`src/rtl/z_seq_mult_pkg.sv`:
```
// Shared definitions for the shift-add multiplier: FSM encodings and the
// step-counter width helper.
package z_seq_mult_pkg;

  typedef enum logic [1:0] {
    IDLE = 2'd0,
    CALC = 2'd1,
    DONE = 2'd2
  } state_t;

  // Smallest width that can count from 0 up to n without wrapping.
  function automatic int cnt_width(input int n);
    int w;
    w = 0;
    for (int i = 0; i < 32; i++) begin
      if ((64'd1 << w) < 64'(n + 1)) w = w + 1;
    end
    return w;
  endfunction

endpackage

```
`src/rtl/z_n_rca.sv`:
```
// n-bit ripple-carry adder; the only arithmetic element of the multiplier.
module z_n_rca #(
  parameter int n = 4
) (
  input  logic [n-1:0] a,
  input  logic [n-1:0] b,
  input  logic         c_in,
  output logic [n-1:0] sum,
  output logic         c_out
);

  logic [n:0] carry;

  assign carry[0] = c_in;

  generate
    for (genvar gi = 0; gi < n; gi++) begin : g_bit
      assign sum[gi]       = a[gi] ^ b[gi] ^ carry[gi];
      assign carry[gi + 1] = (a[gi] & b[gi]) | (carry[gi] & (a[gi] ^ b[gi]));
    end
  endgenerate

  assign c_out = carry[n];

endmodule

```
`src/rtl/z_seq_mult.sv`:
```
// Sequential shift-add unsigned multiplier: one add/shift step per clock,
// n steps per product, with a one-cycle done pulse.
module z_seq_mult
  import z_seq_mult_pkg::*;
#(
  parameter int n = 4
) (
  input  logic           clk,
  input  logic           rst,
  input  logic           start,
  input  logic [n-1:0]   a,
  input  logic [n-1:0]   b,
  output logic           busy,
  output logic           done,
  output logic [2*n-1:0] product
);

  localparam int CW = cnt_width(n);
  localparam logic [CW-1:0] LAST_STEP = CW'(n - 1);

  state_t        state_reg;
  logic [n-1:0]  mcand_reg;
  logic [n-1:0]  mq_reg;
  logic [n-1:0]  acc_reg;
  logic [CW-1:0] step_reg;
  logic          carry_reg;

  logic [n-1:0]  addend;
  logic [n-1:0]  sum;
  logic          c_out;

  // Gating the addend with mq[0] turns the adder into a pass-through of acc.
  assign addend = mq_reg[0] ? mcand_reg : '0;

  z_n_rca #(.n(n)) u_rca (
    .a     (acc_reg),
    .b     (addend),
    .c_in  (1'b0),
    .sum   (sum),
    .c_out (c_out)
  );

  always_ff @(posedge clk) begin
    if (rst) begin
      state_reg <= IDLE;
      mcand_reg <= '0;
      mq_reg    <= '0;
      acc_reg   <= '0;
      step_reg  <= '0;
      carry_reg <= 1'b0;
      busy      <= 1'b0;
      done      <= 1'b0;
      product   <= '0;
    end else begin
      case (state_reg)
        IDLE: begin
          done <= 1'b0;
          if (start) begin
            mcand_reg <= a;
            mq_reg    <= b;
            acc_reg   <= '0;
            step_reg  <= '0;
            carry_reg <= 1'b0;
            busy      <= 1'b1;
            state_reg <= CALC;
          end
        end
        CALC: begin
          // Carry-out becomes the new top bit of acc, so nothing overflows.
          acc_reg   <= {c_out, sum[n-1:1]};
          mq_reg    <= {sum[0], mq_reg[n-1:1]};
          carry_reg <= c_out;
          step_reg  <= step_reg + CW'(1);
          if (step_reg == LAST_STEP) begin
            product   <= {c_out, sum, mq_reg[n-1:1]};
            done      <= 1'b1;
            state_reg <= DONE;
          end
        end
        DONE: begin
          done      <= 1'b0;
          busy      <= 1'b0;
          carry_reg <= 1'b0;
          state_reg <= IDLE;
        end
        default: begin
          done      <= 1'b0;
          busy      <= 1'b0;
          state_reg <= IDLE;
        end
      endcase
    end
  end

endmodule

```
`config.mk`:
```
export PLATFORM = sky130hd
export DESIGN_NAME = z_seq_mult
export DESIGN_NICKNAME = d
export VERILOG_FILES = /design/src/rtl/z_seq_mult_pkg.sv /design/src/rtl/z_n_rca.sv /design/src/rtl/z_seq_mult.sv
export SDC_FILE = /design/constraint.sdc
export NUM_CORES = 1
export LEC_CHECK = 0
export CAP_MARGIN = 10
export CORE_MARGIN = 2
export CORE_UTILIZATION = 40
export DETAILED_ROUTE_END_ITERATION = 10
export GPL_TIMING_DRIVEN = 0
export SYNTH_ARGS = -nofsm -noshare
export SYNTH_HDL_FRONTEND = slang
export SYNTH_SLANG_ARGS = --single-unit
```
`constraint.sdc`:
```
create_clock -name clk -period 3 [get_ports clk]
set_input_delay 0.6 -clock clk [delete_from_list [all_inputs] [get_ports clk]]
set_output_delay 0.6 -clock clk [all_outputs]
set_load 0.01 [all_outputs]
```
==> impl_metrics.toml <==
[outcome]
status = "completed"

[power_and_ir_drop]
p_clk_share_pct = 26.0
p_comb_share_pct = 12.0
p_switching_mw = 0.154
max-vdd-ir-drop_uv = 254
share_seq_of_total_power_pct = 62.0
power_mw = 0.614
leakage_nw = 0.517
p_per_area_mw_per_mm2 = 437
p_sw_share_pct = 25.1
p_int_mw = 0.460

[die]
num_io_pins = 21
coreArea_mm2 = 0.00273
die_h_um = 57.6
initial_core_util_pct = 42.0
die-area_mm2 = 0.00332
die_w_um = 57.6
placementRows = 19

[timing]
fin_skew_ns = 0.00308
fin_crit_ns = 2.27
worstMarginPinSlew_ns = 0.509
report.final.slew_viol_count = 0
period_share_pct = 75.6
fmax_ghz = 0.441
finalHoldViolCount = 0
slew_headroom_pct = 66.1
setup_tns_ns = 0
rsz0062_at_grt = "false"
setup_viol = 0

[global_route]
first_global_vias = 917
grt_max_degree = 15
antenna_found_initial = 0
grt_overflow = 0
grt_pass1_wl_um = 3940
grt_usage_pct = 15.6

[layout]
syn2layout_area_growth_pct = 22.2
final_cell_mix = "dfxtp_1 (27), nand2_1 (21), nor2_1 (19), clkdlybuf4s50_1 (19), a21oi_1 (11)"
drive_above_1_share_pct = 9.87
largest_reg_flops = 8
final_common_cell = "dfxtp_1"
fin_cells = 183
fin_area_mm2 = 0.00140
max_flop_register = "product"
fin_nets = 170
diodes = 0

[placed_design]
dpl_cell_area_mm2 = 0.00138
gp_congestion = 0.825
hpwl_um = 1670
dp_cells = 179
portBuffers = 19

[clocking]
cts_tree = "yes"
cts_buffers = 3
cts.sinks = 27
path_clk_slew_ns = 0.14
cts_hold_buf = 0
postCtsSetupRepairBufs = 0
cts_root_buffer = "clkbuf_4"
htree_levels = 1
cts_resized = 0
clockBufferDepth = 2
clk_latency_ns = 0.33

[yosys]
yosysTopAreaCell = "dfxtp_1"
synth.distinct_cells = 27
ys_top_cells_by_area = "dfxtp_1 (47%), nand2_1 (6.9%), nor2_1 (6.2%)"
netlist_area_mm2 = 0.00115
syn_avg_cell_area_um2 = 8.90
synth-seq-cells = 27
ys_seq_area_share_pct = 47.1
synth_top_area_share_pct = 47.1
yosys_warnings = 0
synth_fp_nets = 146
synth_cells = 129

[worst_setup_path]
path_cells = "and2_1 -> ha_1 -> fa_1 -> fa_1 -> inv_1 -> fa_1 -> a2bb2oi_1 -> nor2_1"
crit_slowest_cell = "fa_1"
cp-startpoint = "mq_reg[0]"
endpoint_kind = "register"
critPathLaunchType = "register"
crit_path_max_fanout = 5
cpLargestDelayFamily = "adder cells"
path_buf_inv = 1
critPathRequiredTime_ns = 3.28
path_class = "register to register"
r2r_start = "mq_reg[0]"
crit_arrival_ns = 2.54
cpPeakStageDelay_ns = 0.44
cpMostUsedCell = "fa_1"

[flow_run]
drv_cap = 0

[min_path]
hp-class = "register to register"
hp-start = "product[5]"

[route]
drt-total-wl_um = 2230
vias = 913
drtAntennaViolNets = 0
drtIter0Drc = 19
route.detailed.drc = 0
drtPass1Iterations = 4
wl_per_cell_um = 12.2
vias_per_cell = 4.99
## tightest hold or removal path, delay by kind of cell (launching register included)
| kind | cells | cell delay (ns) |
|---|---|---|
| AOI/OAI and AO/OA | 1 | 0.05 |
| and+or+nand+nor | 1 | 0.05 |
| DFF | 1 | 0.33 |
## cell usage after synthesis, drive strengths merged
| cell | count |
|---|---|
| inv | 4 |
| o21bai | 1 |
| nor3 | 4 |
| buf | 5 |
| fa | 3 |
| nor2 | 23 |
| nor2b | 1 |
| and2 | 3 |
| a2bb2oi | 3 |
| o21ba | 1 |
| and2b | 1 |
| a21oi | 11 |
| nand2b | 1 |
| clkbuf | 3 |
| ha | 3 |
| nand2 | 21 |
| a211oi | 3 |
| nand3b | 1 |
| a22oi | 3 |
| or3b | 1 |
| and3b | 1 |
| dfxtp | 27 |
| nor4 | 4 |
| nor3b | 1 |
## final cells by class
type	instances	area, µm²
plain buffers	8	57.6
clock buffers	4	26.3
fillers	284	1330
inverters	4	15.0
multi-input cells	90	536
flip-flops and latches	27	541
well taps	31	38.8
repair buffers	19	190
## routing by layer
layer	global-route usage, %	part of all wire (%)
met2	26.9	46
met3	2.95	4.0
met5	0	0
met1	18.8	48
met4	6.98	1.8
## per-stage QoR
step	worst slack, ns	utilization (%)	hold slack, ns
final	0.733	51.4	0.461
after global routing	0.575	51.4	0.485
after CTS	0.720	51.4	0.466
after detailed placement	0.758	50.4	0.447
after global placement	0.779	50.4	0.442
after floorplan	0.885	-	0.432
## power by group through the flow
stage | sequential (mW) | combinational, mW | clock, mW
2_1_floorplan | 0.387 | 0.0469 | 0
3_3_place_gp | 0.388 | 0.0731 | 0
5_1_grt | 0.383 | 0.0833 | 0.175
4_1_cts | 0.381 | 0.0751 | 0.163
3_5_place_dp | 0.389 | 0.0745 | 0
6_report | 0.381 | 0.0739 | 0.159
## final timing paths
kind / end / slack (ns) / depth (start not counted)
min reg2reg: product[5] / 0.46 / 2
min: product[5] / 0.46 / 2
max reg2reg: acc_reg[2] / 0.73 / 8
max: acc_reg[2] / 0.73 / 8
## cell families (layout without fill, tap and decap cells)
kind of cell | after synthesis | after routing | share of synthesized area (%)
compound gates | 22 | 22 | 12.5
buf+inv | 12 | 35 | 6.32
fa+ha+maj | 6 | 6 | 8.50
simple gates | 62 | 62 | 25.6
flops | 27 | 27 | 47.1
(Power assumes the default switching activity.)
